==> config.mk <==
export PLATFORM = sky130hd
export DESIGN_NAME = busqueda_ctrl
export DESIGN_NICKNAME = d
export VERILOG_FILES = /design/src/rtl/busqueda_ctrl_pkg.sv /design/src/rtl/busqueda_wr_mux.sv /design/src/rtl/busqueda_ctrl.sv
export SDC_FILE = /design/constraint.sdc
export NUM_CORES = 1
export LEC_CHECK = 0
export BUFFER_PORTS_ARGS = -buffer_cell sky130_fd_sc_hd__buf_4
export CAP_MARGIN = 20
export CORE_AREA = 2 2 85 87
export CTS_CLUSTER_DIAMETER = 150
export DETAILED_ROUTE_END_ITERATION = 12
export DIE_AREA = 0 0 87 89
export GPL_ROUTABILITY_DRIVEN = 0
export PLACE_DENSITY = 0.86
export RECOVER_POWER = 100
export REMOVE_ABC_BUFFERS = 1
export SLEW_MARGIN = 10
export SYNTH_ARGS = -nofsm -noshare
export SYNTH_HDL_FRONTEND = slang
export SYNTH_SLANG_ARGS = --single-unit
==> constraint.sdc <==
create_clock -name clk_fsm -period 3.1 [get_ports clk_fsm]
set_clock_uncertainty 0.2 [all_clocks]
set_input_delay 0.62 -clock clk_fsm [delete_from_list [all_inputs] [get_ports clk_fsm]]
set_output_delay 0.62 -clock clk_fsm [all_outputs]
set_load 0.01 [all_outputs]
==> src/rtl/busqueda_ctrl_pkg.sv <==
// Shared definitions for the busqueda frame controller: defaults, FSM encoding
// and the field layout of the {en, addr, data} RAM write bus.
package busqueda_ctrl_pkg;

    localparam int ADDR_W_DEF  = 11;
    localparam int PX_W_DEF    = 24;
    localparam int FCNT_W_DEF  = 16;
    localparam int STATS_W     = 24;
    localparam int WR_DATA_LSB = 0;

    typedef enum logic [2:0] {
        S_IDLE,
        S_LOAD_REF,
        S_LOAD_ACT,
        S_START,
        S_WAIT_FIN,
        S_DONE
    } state_t;

    // Data field is PX_W+1 bits wide; its MSB is a tag bit the loader drives as 0.
    function automatic int wr_w(input int addr_w, input int px_w);
        return addr_w + px_w + 2;
    endfunction

    function automatic int wr_en_bit(input int addr_w, input int px_w);
        return addr_w + px_w + 1;
    endfunction

    function automatic int wr_addr_lsb(input int px_w);
        return px_w + 1;
    endfunction

endpackage

==> src/rtl/busqueda_wr_mux.sv <==
// Selects between controller-side and search-engine-side writes for one RAM.
module busqueda_wr_mux
    import busqueda_ctrl_pkg::*;
#(
    parameter int W = wr_w(ADDR_W_DEF, PX_W_DEF)
) (
    input  logic         sel_ctrl,
    input  logic [W-1:0] ctrl_wr,
    input  logic [W-1:0] bq_wr,
    output logic [W-1:0] ram_wr
);

    assign ram_wr = sel_ctrl ? ctrl_wr : bq_wr;

endmodule

==> src/rtl/busqueda_ctrl.sv <==
// Frame controller: loads ref/act RAMs from the pixel stream, then hands off to
// the search engine. Define BUSQUEDA_CTRL_STATS_EN to add the srch_cycles counter.
module busqueda_ctrl
    import busqueda_ctrl_pkg::*;
#(
    parameter int ADDR_W = ADDR_W_DEF,
    parameter int PX_W   = PX_W_DEF,
    parameter int FCNT_W = FCNT_W_DEF
) (
    input  logic                     clk_fsm,
    input  logic                     rst_n,
    input  logic [ADDR_W-1:0]        cfg_window_limit,
    input  logic                     frm_start,
    input  logic                     px_valid,
    input  logic [PX_W-1:0]          px_data,
    output logic                     px_ready,
    output logic                     srch_start,
    input  logic                     srch_finish,
    input  logic                     srch_idle,
    output logic [ADDR_W-1:0]        window_limit,
    output logic [1:0]               cont_img,
    output logic                     busy,
    output logic                     frame_done,
    output logic [FCNT_W-1:0]        frame_cnt,
`ifdef BUSQUEDA_CTRL_STATS_EN
    output logic [STATS_W-1:0]       srch_cycles,
`endif
    input  logic [ADDR_W+PX_W+1:0]   bq_ref_wr,
    input  logic [ADDR_W+PX_W+1:0]   bq_act_wr,
    output logic [ADDR_W+PX_W+1:0]   ram_ref_wr,
    output logic [ADDR_W+PX_W+1:0]   ram_act_wr
);

    localparam int WR_W     = wr_w(ADDR_W, PX_W);
    localparam int EN_BIT   = wr_en_bit(ADDR_W, PX_W);
    localparam int ADDR_LSB = wr_addr_lsb(PX_W);

    state_t            state, state_nxt;
    logic [ADDR_W-1:0] load_addr;
    logic              load_sel;
    logic              xfer;
    logic              last_px;
    logic              accept;
    logic [WR_W-1:0]   ctrl_ref_wr;
    logic [WR_W-1:0]   ctrl_act_wr;

    assign load_sel = (state == S_LOAD_REF) || (state == S_LOAD_ACT);
    assign xfer     = load_sel && px_valid;
    assign last_px  = (load_addr == window_limit);
    assign accept   = (state == S_IDLE) && frm_start && srch_idle;

    // NOTE: handshake/pulse outputs decode from the state register only, so the
    // async reset clears them immediately without needing their own flops.
    always_comb begin
        state_nxt  = state;
        px_ready   = 1'b0;
        srch_start = 1'b0;
        frame_done = 1'b0;
        busy       = (state != S_IDLE);
        case (state)
            S_IDLE:     if (accept) state_nxt = S_LOAD_REF;
            S_LOAD_REF: begin
                px_ready = 1'b1;
                if (xfer && last_px) state_nxt = S_LOAD_ACT;
            end
            S_LOAD_ACT: begin
                px_ready = 1'b1;
                if (xfer && last_px) state_nxt = S_START;
            end
            S_START: begin
                srch_start = 1'b1;
                state_nxt  = S_WAIT_FIN;
            end
            S_WAIT_FIN: if (srch_finish) state_nxt = S_DONE;
            S_DONE: begin
                frame_done = 1'b1;
                state_nxt  = S_IDLE;
            end
            default:    state_nxt = S_IDLE;
        endcase
    end

    // NOTE: sequential state uses non-blocking assignments so every register
    // samples the pre-edge values of the others.
    always_ff @(posedge clk_fsm or negedge rst_n) begin
        if (!rst_n) begin
            state        <= S_IDLE;
            load_addr    <= '0;
            window_limit <= '0;
            cont_img     <= '0;
            frame_cnt    <= '0;
        end else begin
            state <= state_nxt;
            if (accept) begin
                window_limit <= cfg_window_limit;
                load_addr    <= '0;
            end else if (xfer) begin
                load_addr <= last_px ? '0 : load_addr + 1'b1;
            end
            if (state == S_DONE) begin
                cont_img  <= cont_img + 2'd1;
                frame_cnt <= frame_cnt + 1'b1;
            end
        end
    end

`ifdef BUSQUEDA_CTRL_STATS_EN
    always_ff @(posedge clk_fsm or negedge rst_n) begin
        if (!rst_n) begin
            srch_cycles <= '0;
        end else if (state == S_START) begin
            srch_cycles <= '0;
        end else if ((state == S_WAIT_FIN) && (srch_cycles != {STATS_W{1'b1}})) begin
            srch_cycles <= srch_cycles + 1'b1;
        end
    end
`endif

    // Tag bit (MSB of the data field) stays 0 for loader writes.
    always_comb begin
        ctrl_ref_wr = '0;
        ctrl_ref_wr[EN_BIT]                  = xfer && (state == S_LOAD_REF);
        ctrl_ref_wr[ADDR_LSB +: ADDR_W]      = load_addr;
        ctrl_ref_wr[WR_DATA_LSB +: PX_W]     = px_data;
        ctrl_act_wr = '0;
        ctrl_act_wr[EN_BIT]                  = xfer && (state == S_LOAD_ACT);
        ctrl_act_wr[ADDR_LSB +: ADDR_W]      = load_addr;
        ctrl_act_wr[WR_DATA_LSB +: PX_W]     = px_data;
    end

    busqueda_wr_mux #(.W(WR_W)) u_ref_mux (
        .sel_ctrl (load_sel),
        .ctrl_wr  (ctrl_ref_wr),
        .bq_wr    (bq_ref_wr),
        .ram_wr   (ram_ref_wr)
    );

    busqueda_wr_mux #(.W(WR_W)) u_act_mux (
        .sel_ctrl (load_sel),
        .ctrl_wr  (ctrl_act_wr),
        .bq_wr    (bq_act_wr),
        .ram_wr   (ram_act_wr)
    );

endmodule

Word-level counts from Yosys, hierarchy flattened
Index checks and enable logic that the tools add are counted.
{"block": "word_totals", "out_inout_bits": 107, "regBits": 43}
{"block": "op_classes", "mux": 13, "addsub": 3, "n_eq_ne": 10, "n_reduce_logical": 12}
{"cell": "$mux W37", "n": 2}
{"cell": "$mux W11", "n": 3}
{"cell": "$add A16 B1 Y16 const B", "n": 1}
{"cell": "$pmux W3 S5", "n": 1}
{"cell": "$mux W3", "n": 4}
{"cell": "$add A11 B1 Y11 const B", "n": 1}
{"cell": "$eq A11 B11 Y1", "n": 1}
{"cell": "$eq A3 B2 Y1 const B", "n": 2}
{"cell": "$eq A3 B3 Y1 const B", "n": 2}
{"cell": "$logic_and A1 B1 Y1", "n": 6}
{"cell": "$ne A2 B1 Y1 const B", "n": 2}
{"cell": "$ne A2 B2 Y1 const B", "n": 2}
{"cell": "$reduce_and A4 Y1", "n": 1}
{"cell": "$eq A3 B1 Y1 const B", "n": 1}
{"cell": "$logic_not A3 Y1", "n": 1}
{"cell": "$mux W1", "n": 3}
{"cell": "$reduce_bool A3 Y1", "n": 1}
{"cell": "$add A2 B1 Y2 const B", "n": 1}
{"cell": "$reduce_bool A2 Y1", "n": 1}
{"cell": "$reduce_or A2 Y1", "n": 1}
{"cell": "$logic_or A1 B1 Y1", "n": 1}

Logic depth before layout (Yosys ltp)
{"block": "depth", "ltp_word": 6, "ltp_mapped": 9, "depth_no_buf": 6}

Cells and area by module
A second synthesis with hierarchy kept.
{"block": "unflattened", "cells_unflattened": 300, "hier_area_um2": 3333.2}
{"module": "busqueda_ctrl", "instances": 1, "cells_each": 218, "area_each_um2": 2132.0, "seq_area_each_um2": 1076.0}
{"module": "busqueda_wr_mux", "instances": 2, "cells_each": 41, "area_each_um2": 600.6, "seq_area_each_um2": 0.0}

Worst setup path before layout
Ideal clock, no wire load.
{"block": "synth_timing", "path_type": "reg2out", "from": "reg state[1]", "to": "out ram_act_wr[32]", "arrival_ps": 1511, "slack_ps": 769, "stages_incl_launch_ff": 9, "cell_sequence": "dfrtp_1 buf_2 nand2b_1 a21o_1 buf_2 inv_2 buf_2 nand2_1 nand2_1"}
{"block": "synth_via", "elab_chain_len": 3}
{"element": "start, declared", "line": "busqueda_ctrl.sv:38", "source": "state_t state, state_nxt;"}
{"element": "start signal, assigned", "line": "busqueda_ctrl.sv:93", "source": "state <= state_nxt;"}
{"element": "$eq A3 B1 Y1 / $eq A3 B2 Y1 (equally long branches)", "line": "busqueda_ctrl.sv:47", "source": "assign load_sel = (state == S_LOAD_REF) || (state == S_LOAD_ACT);"}
{"element": "$logic_or A1 B1 Y1 (*)", "line": "busqueda_ctrl.sv:47"}
{"element": "$mux W37 (*)", "line": "busqueda_wr_mux.sv:13", "source": "assign ram_wr = sel_ctrl ? ctrl_wr : bq_wr;"}
{"element": "end, declared", "line": "busqueda_ctrl.sv:31", "source": "output logic [ADDR_W+PX_W+1:0] ram_act_wr"}
Mark *: on every way between the ends. The rest lies on a longest branch, timed or not.

Final worst setup path
{"block": "layout_timing", "from": "reg state[1]", "to": "out ram_ref_wr[18]"}
{"block": "layout_via", "elab_chain_len": 3}
{"element": "$eq A3 B1 Y1 / $eq A3 B2 Y1 (equally long branches)", "line": "busqueda_ctrl.sv:47"}
{"element": "$logic_or A1 B1 Y1 (*)", "line": "busqueda_ctrl.sv:47"}
{"element": "$mux W37 (*)", "line": "busqueda_wr_mux.sv:13"}
{"element": "end, declared", "line": "busqueda_ctrl.sv:30", "source": "output logic [ADDR_W+PX_W+1:0] ram_ref_wr,"}
Marked as above.

==> flow_metrics.env <==
export IMPL_routed_wl_mm=11.14
export IMPL_p_int_uw=1592
export IMPL_post_synth_top_area_fraction_pct=36.71
export IMPL_synth_cell_types=45
export IMPL_multi_input_area_um2=1657
export IMPL_crit_path_start_kind="flip-flop"
export IMPL_path_buf_inv=2
export IMPL_max_cap_viol_count=1
export IMPL_max_slew_margin_rel_pct=-49.73
export IMPL_power_frac_clock_pct=13.4
export IMPL_cp_top_family="flip-flops"
export IMPL_first_pass_iters=4
export IMPL_seqCellArea_um2=1076
export IMPL_cp_required_ns=2.28
export IMPL_syn_area_um2=2932
export IMPL_syn2layout_area_growth_pct=45.16
export IMPL_avgSynthCellArea_um2=6.997
export IMPL_cp_max_fo=72
export IMPL_synth_edf_count=0
export IMPL_grt_usage_pct=27.66
export IMPL_power_share_combinational_pct=57.6
export IMPL_p_seq_share_pct=29.0
export IMPL_p_switching_uw=1588
export IMPL_grt_max_degree=73
export IMPL_synthArstFlopShare_pct=100.0
export IMPL_io_buffers=221
export IMPL_overflow=0
export IMPL_min_path_cells=1
export IMPL_cts_hold_buffers=0
export IMPL_cp_depth=6
export IMPL_drtIter0Drc=219
export IMPL_irDropWorstVdd_mv=0.4408
export IMPL_crit_type="reg2out"
export IMPL_finalCriticalPeriod_ns=2.935
export IMPL_postLayoutSetupSlackWorst_ns=0.1650
export IMPL_grt_pass1_wl_mm=16.86
export IMPL_violations="capacitance limit, slew limit"
export IMPL_core_um2=6719
export IMPL_post_cts_buffers=0
export IMPL_grt_pass1_vias=3364
export IMPL_yosys_warnings=0
export IMPL_power_total_uw=3180
export IMPL_cpMaxStageDelayCell="dfrtp_1"
export IMPL_max_stage_delay_ns=0.55
export IMPL_synthCells=419
export IMPL_ys_top_cells_by_area="dfrtp_1, nand2_1, xor2_1"
export IMPL_drv_slew=44
export IMPL_finalCritPeriodShare_pct=94.68
export IMPL_ys_seq_elements=43
export IMPL_start_util_pct=43.63
export IMPL_drive_above_1_share_pct=20.83
export IMPL_antenna_cells=0
export IMPL_r2r_cells=5
export IMPL_post_drt_wl_per_cell_um=15.83
export IMPL_core_rowCount=30
export IMPL_setup_viol_count_final=0
export IMPL_cts_buffer_depth=2
export IMPL_postRouteAntennaNets=0
export IMPL_dieHeight_um=89
export IMPL_worstPathArrival_ns=2.12
export IMPL_ys_seq_area_share_pct=36.71
export IMPL_cts_sinks=43
export IMPL_layout_nets=741
export IMPL_max_freq_ghz=0.3407
export IMPL_drc=0
export IMPL_htree_levels=2
export IMPL_synth_flop_cell="dfrtp_1"
export IMPL_power_density_nw_per_um2=747.3
export IMPL_final_cell_mix="nand2_1, buf_4, clkbuf_1"
export IMPL_layout_commonest_cell="nand2_1"
export IMPL_fin_setup_tns_ns=0
export IMPL_worst_pin_slew_ns=2.246
export IMPL_hold_viol=0
export IMPL_cts_tree="yes"
export IMPL_clock_tree_root_cell="clkbuf_8"
export IMPL_hold_path_class="reg2reg"
export IMPL_die_width_um=87
export IMPL_status="finished, violations left"
export IMPL_yosysTopAreaCell="dfrtp_1"
export IMPL_cts_made_buffers=5
export IMPL_vias=3657
export IMPL_p_leak_uw=0.002193
export IMPL_fillers=677
export IMPL_dieArea_um2=7743
export IMPL_pre_cts_slack_ns=0.3791
export IMPL_place_hpwl_mm=8.722
export IMPL_antenna_found_initial=0
export IMPL_ios=222
export IMPL_critical_path_cell_chain="nand2b_1 > a21o_2 > clkbuf_8 > nand2_1 > nand2_1 > clkbuf_2"
export IMPL_crit_path_end_kind="output port"
export IMPL_clock_latency_ns=0.30
export IMPL_vias_per_cell=5.195
export IMPL_rsz0062_at_grt="no"
export IMPL_crit_top_cell="nand2_1"
export IMPL_switching_share_pct=49.93
export IMPL_clk_pin_slew_ns=0.08
-- metal layers --
metal	vias up	GRT usage [%]	wire length (um)
met5	-	0	0
met4	0	7.244	274
met3	30	7.664	1091
met2	196	46.63	5371
met1	1673	35.19	4406
li1	1758	-	-
-- power groups by stage --
stage	logic [uW]	registers [uW]	clock network, uW
finish	1830	922	427
global route	2020	949	465
CTS	2260	924	438
detailed placement	2240	930	0
global placement	2200	928	0
floorplan	1070	920	0
-- worst register-to-register path, delay by kind of cell (launching register included) --
family                    cells  cell delay, ns
and+or+nand+nor               3            1.28
DFF                           1            0.51
xor gates and xnor gates      1            0.21
AOI/OAI and AO/OA             1            0.20
-- state kept, by name, summed over array words and instances (netlist names) --
| signal | cells |
|---|---|
| cont_img | 2 |
| frame_cnt | 16 |
| load_addr | 11 |
| state | 3 |
| window_limit | 11 |
-- path summary, 6_finish.rpt --
check,start,end,slack [ns]
max in group asynchronous,rst_n,cont_img[1],0.64
min reg2reg,cont_img[1],cont_img[1],0.28
max reg2reg,load_addr[2],load_addr[7],0.57
min in group asynchronous,rst_n,frame_cnt[11],0.77
max,state[1],ram_ref_wr[18],0.16
min,cont_img[1],cont_img[1],0.28
-- synthesized netlist by cell type, drive strengths merged (2+ instances only) --
library cell / count
a21oi: 4
nand3: 13
nor3: 2
ha: 2
nand2: 231
or2: 2
inv: 7
and4: 2
o311ai: 7
nor2: 9
mux2i: 2
o21ai: 5
o22ai: 2
a21o: 2
clkbuf: 8
dfrtp: 43
buf: 16
nor4: 2
or3: 2
xnor2: 13
xor2: 15
nand4: 14
and3: 3
and2: 2
nand2b: 2
-- through the flow --
| stage | cell area (um2) | utilization (%) | std cells | hold WS, ns |
|---|---|---|---|---|
| floorplan | 2796 | - | 395 | 0.1244 |
| global placement | 4564 | 67.93 | 697 | 0.2667 |
| detailed placement | 4564 | 67.93 | 697 | 0.2729 |
| CTS | 4671 | 69.52 | 704 | 0.1133 |
| global route | 4255 | 63.33 | 704 | 0.2940 |
| finish | 4255 | 63.33 | 704 | 0.2793 |
-- area by class of cell --
| cell class | instances | area share [%] |
|---|---|---|
| multi-input combinational | 344 | 38.93 |
| timing repair buffer | 222 | 30.17 |
| sequential | 43 | 25.29 |
| tap | 80 | 2.352 |
| clock buffer | 5 | 1.617 |
| clock inverter | 2 | 0.8821 |
| inverter | 8 | 0.7645 |
-- kinds of logic after synthesis --
family	after synthesis	share of synthesized area (%)
AOI/OAI and AO/OA	24	5.634
xor gates and xnor gates	28	8.366
adders and majority gates	2	0.8535
buffers and inverters	32	5.634
DFF	43	36.71
muxes	3	1.067
and+or+nand+nor	287	41.74
-- repair_timing --
item,in CTS,in global routing
resized for setup,0,4
endpoints found under the setup margin,0,54
endpoints found under the hold margin,0,0
Power figures use the tool's default switching activity.
